--- src/rtl/beat_pkg.sv ---
// Shared types and default sizing for the multi-channel beat generator.
package beat_pkg;

  typedef enum logic {
    MODE_PERIODIC = 1'b0,
    MODE_ONESHOT  = 1'b1
  } mode_e;

  typedef enum logic {
    ST_IDLE = 1'b0,
    ST_RUN  = 1'b1
  } state_e;

  localparam int unsigned WIDTH_DEF          = 22;
  localparam int unsigned NCH_DEF            = 4;
  localparam int unsigned DEFAULT_PERIOD_DEF = 3125000;

endpackage

--- src/rtl/beat_chan.sv ---
// One beat channel: IDLE/RUN FSM, period counter, shadow and active period/mode.
module beat_chan
  import beat_pkg::*;
#(
  parameter int unsigned WIDTH          = WIDTH_DEF,
  parameter int unsigned DEFAULT_PERIOD = DEFAULT_PERIOD_DEF
) (
  input  logic             clk,
  input  logic             reset,
  input  logic             en,
  input  logic             start,
  input  logic             sync,
  input  logic             load,
  input  logic [WIDTH-1:0] load_period,
  input  logic             load_mode,
  output logic             tick,
  output logic             running
);

  state_e           state;
  logic [WIDTH-1:0] cnt;
  logic [WIDTH-1:0] act_period;
  logic [WIDTH-1:0] sh_period;
  mode_e            act_mode;
  mode_e            sh_mode;

  logic [WIDTH-1:0] nxt_period;
  mode_e            nxt_mode;
  logic             wrap;
  logic             launch;

  // Shadow contents as they will be after this edge, so a load coincident
  // with a wrap or sync governs the following period.
  always_comb begin
    nxt_period = load ? load_period : sh_period;
    nxt_mode   = load ? mode_e'(load_mode) : sh_mode;
    wrap       = (act_period != '0) && (cnt == act_period - WIDTH'(1));
    launch     = en && (nxt_period != '0) &&
                 ((nxt_mode == MODE_PERIODIC) || start);
  end

  always_ff @(posedge clk or posedge reset) begin
    if (reset) begin
      state      <= ST_IDLE;
      cnt        <= '0;
      tick       <= 1'b0;
      act_period <= WIDTH'(DEFAULT_PERIOD);
      sh_period  <= WIDTH'(DEFAULT_PERIOD);
      act_mode   <= MODE_PERIODIC;
      sh_mode    <= MODE_PERIODIC;
    end else begin
      tick <= 1'b0;
      if (load) begin
        sh_period <= load_period;
        sh_mode   <= mode_e'(load_mode);
      end
      case (state)
        ST_IDLE: begin
          // An idle channel's active settings simply track the shadow.
          act_period <= nxt_period;
          act_mode   <= nxt_mode;
          cnt        <= '0;
          if (launch) state <= ST_RUN;
        end
        ST_RUN: begin
          if (!en) begin
            state <= ST_IDLE;
            cnt   <= '0;
          end else if (sync) begin
            cnt        <= '0;
            act_period <= nxt_period;
            act_mode   <= nxt_mode;
            if (nxt_period == '0) state <= ST_IDLE;
          end else if ((act_mode == MODE_ONESHOT) && start) begin
            cnt <= '0;
          end else if (wrap) begin
            cnt        <= '0;
            tick       <= 1'b1;
            act_period <= nxt_period;
            act_mode   <= nxt_mode;
            if ((act_mode == MODE_ONESHOT) || (nxt_period == '0)) state <= ST_IDLE;
          end else begin
            cnt <= cnt + WIDTH'(1);
          end
        end
        default: state <= ST_IDLE;
      endcase
    end
  end

  assign running = (state == ST_RUN);

endmodule

--- src/rtl/beat_gen_multi.sv ---
// NCH independent beat/tick dividers of the system clock with shared load port and sync.
module beat_gen_multi
  import beat_pkg::*;
#(
  parameter int unsigned WIDTH          = WIDTH_DEF,
  parameter int unsigned NCH            = NCH_DEF,
  parameter int unsigned DEFAULT_PERIOD = DEFAULT_PERIOD_DEF,
  localparam int unsigned CHW           = (NCH > 1) ? $clog2(NCH) : 1
) (
  input  logic             clk,
  input  logic             reset,
  input  logic [NCH-1:0]   en,
  input  logic [NCH-1:0]   start,
  input  logic             sync,
  input  logic             load_valid,
  input  logic [CHW-1:0]   load_ch,
  input  logic [WIDTH-1:0] load_period,
  input  logic             load_mode,
  output logic [NCH-1:0]   tick,
  output logic [NCH-1:0]   running
);

  for (genvar i = 0; i < NCH; i++) begin : g_chan
    logic ld;
    assign ld = load_valid && (load_ch == CHW'(i));

    beat_chan #(
      .WIDTH          (WIDTH),
      .DEFAULT_PERIOD (DEFAULT_PERIOD)
    ) u_chan (
      .clk         (clk),
      .reset       (reset),
      .en          (en[i]),
      .start       (start[i]),
      .sync        (sync),
      .load        (ld),
      .load_period (load_period),
      .load_mode   (load_mode),
      .tick        (tick[i]),
      .running     (running[i])
    );
  end

endmodule

--- config.mk ---
export PLATFORM = sky130hd
export DESIGN_NAME = beat_gen_multi
export DESIGN_NICKNAME = d
export VERILOG_FILES = /design/src/rtl/beat_pkg.sv /design/src/rtl/beat_chan.sv /design/src/rtl/beat_gen_multi.sv
export SDC_FILE = /design/constraint.sdc
export NUM_CORES = 1
export LEC_CHECK = 0
export ABC_AREA = 1
export BUFFER_PORTS_ARGS = -buffer_cell sky130_fd_sc_hd__clkbuf_2
export CAP_MARGIN = 20
export CORE_MARGIN = 5
export CORE_UTILIZATION = 57
export DETAILED_ROUTE_END_ITERATION = 7
export PLACE_DENSITY = 0.88
export SKIP_LAST_GASP = 1
export SLEW_MARGIN = 15
export SYNTH_ARGS = -nofsm -noshare
export SYNTH_HDL_FRONTEND = slang
export SYNTH_SLANG_ARGS = --single-unit
--- constraint.sdc ---
create_clock -name clk -period 8.2 [get_ports clk]
set_input_delay 0.82 -clock clk [delete_from_list [all_inputs] [get_ports clk]]
set_output_delay 0.82 -clock clk [all_outputs]
set_load 0.02 [all_outputs]
# Yosys cells after proc, flatten, opt, wreduce, memory -nomap -nowiden
# Cells that the tools add are included.
# word_totals
ff_bits	280
latch_bits	0
ram_bits	0
rom_bits	0
in_bits	37
memories	0
# classes
addsub	8
multipliers	0
div	0
order_cmp	0
n_eq_ne	19
shift	0
n_mux	120
bitwise_logic	8
n_reduce_logical	45
# op_table
cell	count
two-way mux 22 bit	36
one-hot mux 22 bit (2 select lines)	8
nonzero test 22 bit	8
adder 22 x 1 -> 22 bit, second input constant	4
equality test 22 bit	4
logical NOT 22 bit	4
subtractor 22 x 1 -> 22 bit, second input constant	4
two-way mux 1 bit	68
inequality test 3 bit, second input constant	8
logical AND 1 bit	20
one-hot mux 1 bit (2 select lines)	8
AND reduction 3 bit	4
logical OR 1 bit	8
inequality test 2 bit, second input constant	4
NOT 1 bit	8
equality test 2 bit, second input constant	2
equality test 2 x 1 -> 1 bit, second input constant	1
logical NOT 2 bit	1

# Logic depth before layout (Yosys ltp)
# logic_depth
depth_word	11
mapped_depth	20
mapped_depth_nobuf	19

# Hierarchy
# From an unflattened synthesis, not the netlist that was laid out.
# hier_totals
cells_unflattened	2361
hier_area_um2	17133.9
# by_module_without_submodules
module	instances	cells_per_inst	area_each_um2	seq_area_each_um2
beat_chan (g_chan[3].u_chan)	1	606	4351.7	1781.7
beat_chan (g_chan[2].u_chan)	1	595	4324.1	1781.7
beat_chan (g_chan[1].u_chan)	1	575	4215.3	1781.7
beat_chan (g_chan[0].u_chan)	1	577	4212.8	1781.7
beat_gen_multi	1	8	30.0	0.0

# Worst setup path before layout
# Ideal clock, no wire load.
# synth_timing
path_kind	input -> register
startpoint	input port load_ch[0]
endpoint	register g_chan[0].u_chan.state
t_arrival_ns	2.176
t_required_ns	8.083
setup_slack_ns	5.907
cell_stages	13
cell_sequence	inv_1 > nand3_1 > clkbuf_1 > nand2_1 > o21ai_0 > nor2_1 > nand3_1 > nor3_1 > nand3_1 > o211ai_1 > inv_1 > nand2_1 > nand2_1
# synth_via
elab_chain_cells	11
# synth_rtl
item	line	source
start, declared	beat_gen_multi.sv:16	input logic [CHW-1:0] load_ch,
logical NOT 2 bit (*)	beat_gen_multi.sv:25	assign ld = load_valid && (load_ch == CHW'(i));
logical AND 1 bit (*)	beat_gen_multi.sv:25	
two-way mux 22 bit (*)	--	
via g_chan[0].u_chan.nxt_period[10]	beat_chan.sv:27	logic [WIDTH-1:0] nxt_period;
logical NOT 22 bit	beat_chan.sv:73, beat_chan.sv:81	
logical OR 1 bit	beat_chan.sv:81	if ((act_mode == MODE_ONESHOT) || (nxt_period == '0)) state <= ST_IDLE;
two-way mux 1 bit	beat_chan.sv:81	
two-way mux 1 bit	beat_chan.sv:76	end else if (wrap) begin
two-way mux 1 bit	beat_chan.sv:74	end else if ((act_mode == MODE_ONESHOT) && start) begin
two-way mux 1 bit	beat_chan.sv:69	end else if (sync) begin
two-way mux 1 bit	beat_chan.sv:66	if (!en) begin
one-hot mux 1 bit (2 select lines) (*)	beat_chan.sv:57	case (state)
end signal, assigned	beat_chan.sv:63	if (launch) state <= ST_RUN;
end signal, assigned	beat_chan.sv:67	state <= ST_IDLE;
end signal, assigned	beat_chan.sv:73	if (nxt_period == '0) state <= ST_IDLE;
end, declared	beat_chan.sv:20	state_e state;
# Mark *: on every way through the listed nets, which the timed path passes. The rest lies on a longest branch.
# A chain may end at the register's enable or synchronous reset.

# Final worst setup path
# layout_timing
startpoint	register g_chan[1].u_chan.act_period[0]
endpoint	register g_chan[1].u_chan.act_period[2]
# layout_via
elab_chain_cells	5
# layout_rtl
item	line	source
start, declared	beat_chan.sv:22	logic [WIDTH-1:0] act_period;
start signal, assigned	beat_chan.sv:47	act_period <= WIDTH'(DEFAULT_PERIOD);
start signal, assigned	beat_chan.sv:60	act_period <= nxt_period;
start signal, assigned	beat_chan.sv:71	act_period <= nxt_period;
subtractor 22 x 1 -> 22 bit	beat_chan.sv:37	wrap = (act_period != '0) && (cnt == act_period - WIDTH'(1));
equality test 22 bit	beat_chan.sv:37	
logical AND 1 bit (*)	beat_chan.sv:37	
inequality test 3 bit (no line) (*)	--	
AND reduction 3 bit (no line) (*)	--	
# Every way passes the cells marked *; elsewhere a longest branch is shown, timed or not.

==> results_dict.tcl <==
set metrics [dict create \
    clock_sinks 280 \
    coreArea_um2 28800 \
    drv_cap 0 \
    grt_pass1_vias 14600 \
    post_synth_num_cell_types 48 \
    clock_path_buffers 3 \
    ys.flop_type "dfrtp_1" \
    sw_frac_of_total 0.356 \
    worst_clock_skew_ns 0.0105 \
    status "complete, no violations" \
    gp_congestion 0.971 \
    leakagePower_uw 0.00864 \
    antennaDiodeCount 0 \
    ctsHoldBuffers 0 \
    grt.total_usage 0.255 \
    numCtsBuffers 29 \
    start_util 0.580 \
    cts_resized 0 \
    yosysWarnings 0 \
    synth.avg_cell_area_um2 7.51 \
    hold_class "in -> async" \
    wire_per_inst_um 16.1 \
    fin_nets 2275 \
    crit_type "reg -> reg" \
    ctsHtreeMaxLevel 1 \
    p_int_uw 2920 \
    period_share 0.384 \
    syn_nets 2266 \
    crit_path_end_kind "flip-flop" \
    numPortBuffers 44 \
    worst_pin_slew_ns 1.04 \
    place_ws_ns 4.84 \
    startpoint_type "flip-flop" \
    die_y_um 181 \
    area_growth_pct 8.51 \
    drt_first_pass_iters 5 \
    post_cts_buffers 0 \
    design_area_um2 18100 \
    die_w_um 181 \
    vias 14800 \
    drt-initial-drc-count 1393 \
    syn_inst 2221 \
    std_cell_rows 62 \
    grt_setup_unrepaired "false" \
    arrival_ns 3.59 \
    finalHoldViolCount 0 \
    slew_violations 0 \
    yosysSeqAreaShare 0.427 \
    antenna_found_initial 0 \
    ir_worst_vdd_mv 0.200 \
    cts_tree "built" \
    final.setup.tns_ns 0 \
    finalSetupViolations 0 \
    switching_power_uw 1610 \
    seqPwrFrac 0.407 \
    insertion_delay_ns 0.56 \
    grt_pass1_wl_um 71100 \
    powerDensity_nw_per_um2 250 \
    async_flop_share 1.00 \
    drive_gt1_frac 0.123 \
    wirelength_um 42400 \
    cts.reportedPaths.clkPinSlew_ns 0.07 \
    remaining_drc_errors 0 \
    io_pins 45 \
    ant_nets 0 \
    setup_slack_ns 5.05 \
    vias_per_cell 5.63 \
    cp_max_fo 46 \
    overflow 0 \
    final.min_clock_period_ns 3.15 \
    syn-cell-area_um2 16700 \
    slew_headroom 0.305 \
    grt_max_degree 169 \
    comb_power_share 0.275 \
    design.die.area_um2 32800 \
    synth-seq-cells 280 \
    place_area_um2 17000 \
    hpwl_um 30900 \
    cts_root_buffer "clkbuf_16" \
    synth-edff-count 0 \
    clock.fmax_ghz 0.318 \
    cp.required_ns 8.64 \
    pwr-share-clk 0.318 \
]
==> cell type report <==
class	count	area, µm²
multi-input combinational	1623	8220
tap	384	480
sequential	280	7130
fill	2403	10700
clock inverter	20	280
inverter	244	920
timing repair buffer	52	313
clock buffer	33	761
==> kinds of logic (layout without fill, tap and decap cells) <==
kind of cell | count (synthesis) | in the layout | synth area share
simple gates | 1342 | 1342 | 0.370
flops | 280 | 280 | 0.427
fa+ha+maj | 8 | 8 | 0.00600
compound gates | 148 | 148 | 0.0495
xor+xnor | 125 | 125 | 0.0673
buf+inv | 318 | 349 | 0.0800
==> worst max-delay path: stages, from the launching register on <==
cell and delay, ns:
dfrtp_1 0.41, inv_2 0.09, ha_1 0.22, nand3_2 0.17, nor2_4 0.25, nand2_1 0.10
nand3_1 0.09, nand2_1 0.05, nor2_1 0.12, nand4_1 0.09, nor2_1 0.15, nand2_2 0.11
nand3_4 0.37, nand3_2 0.50, nand2_1 0.24, nand2_1 0.07
==> synth_stat cells (25+ instances only) <==
cell type / n / area (µm²)
nand2_1: 611 / 2290
nor2_1: 257 / 965
inv_1: 237 / 890
dfrtp_1: 184 / 4600
nand3_1: 173 / 866
nand4_1: 116 / 726
dfstp_2: 96 / 2520
o21ai_0: 91 / 455
xor2_1: 77 / 674
nor3_1: 55 / 275
xnor2_1: 46 / 403
clkbuf_1: 36 / 135
nand3_2: 25 / 250
==> cell usage in the layout, fill, tap and decap left out, types with 4 or more instances in the layout <==
cell type,synthesis,layout
o21bai_1,5,5
nor3_1,55,55
nor2_2,23,23
nand3b_1,20,20
clkinvlp_4,0,7
dfstp_2,96,96
clkinv_2,0,4
clkbuf_2,0,44
nor2_4,5,5
bufinv_16,0,6
nor4_1,17,17
nor2_1,257,257
nor3b_1,11,11
nand3_1,173,173
nand2_2,10,10
buf_4,14,6
xnor2_1,46,46
xor2_1,77,77
clkbuf_16,0,29
nand2_1,611,611
inv_1,237,236
o21a_1,19,19
ha_1,8,8
nand4_1,116,116
clkinv_1,4,4
a21oi_1,22,22
o21ai_0,91,91
dfrtp_1,184,184
nand3_2,25,25
==> layer usage <==
layer / share of wire / GRT usage / vias up
met1: 0.43 / 0.352 / 7023
met5: 0 / 0 / -
met4: 0.034 / 0.0760 / 0
met2: 0.47 / 0.420 / 519
met3: 0.067 / 0.0400 / 98
li1: - / - / 7199
==> state kept, by name, summed over array words and instances (netlist names) <==
| register | flops |
|---|---|
| g_chan.u_chan.cnt | 88 |
| g_chan.u_chan.running | 4 |
| g_chan.u_chan.tick | 4 |
| g_chan.u_chan.sh_mode | 4 |
| g_chan.u_chan.sh_period | 88 |
| g_chan.u_chan.act_mode | 4 |
| g_chan.u_chan.act_period | 88 |
==> final timing paths <==
check	slack (ns)	cells past startpoint	from	to
worst max-delay path	5.05	15	g_chan[1].u_chan.act_period[0]	g_chan[1].u_chan.act_period[2]
worst min-delay path	0.38	2	reset	g_chan[0].u_chan.sh_period[6]
worst max register to register	5.05	15	g_chan[1].u_chan.act_period[0]	g_chan[1].u_chan.act_period[2]
worst min register to register	0.49	1	g_chan[0].u_chan.cnt[0]	g_chan[0].u_chan.cnt[0]
max in group asynchronous	6.55	3	reset	g_chan[1].u_chan.act_period[1]
min in group clk	0.49	1	g_chan[0].u_chan.cnt[0]	g_chan[0].u_chan.cnt[0]
==> stage by stage <==
stage | utilization | power (µW) | hold slack, ns | instances
4_1_cts | 0.628 | 4530 | 0.396 | 2635
5_1_grt | 0.629 | 4810 | 0.433 | 2636
3_5_place_dp | 0.592 | 3070 | 0.481 | 2582
2_1_floorplan | - | 2790 | 0.442 | 2221
3_3_place_gp | 0.592 | 3030 | 0.461 | 2582
6_report | 0.629 | 4530 | 0.383 | 2636
==> power groups by stage <==
stage                     sequential, µW  clock [µW]  combinational, µW
after floorplan                     1780           0               1010
after global placement              1850           0               1180
after detailed placement            1850           0               1220
after CTS                           1840        1460               1240
after global routing                1860        1530               1420
final                               1840        1440               1250
Power figures use the tool's default switching activity.
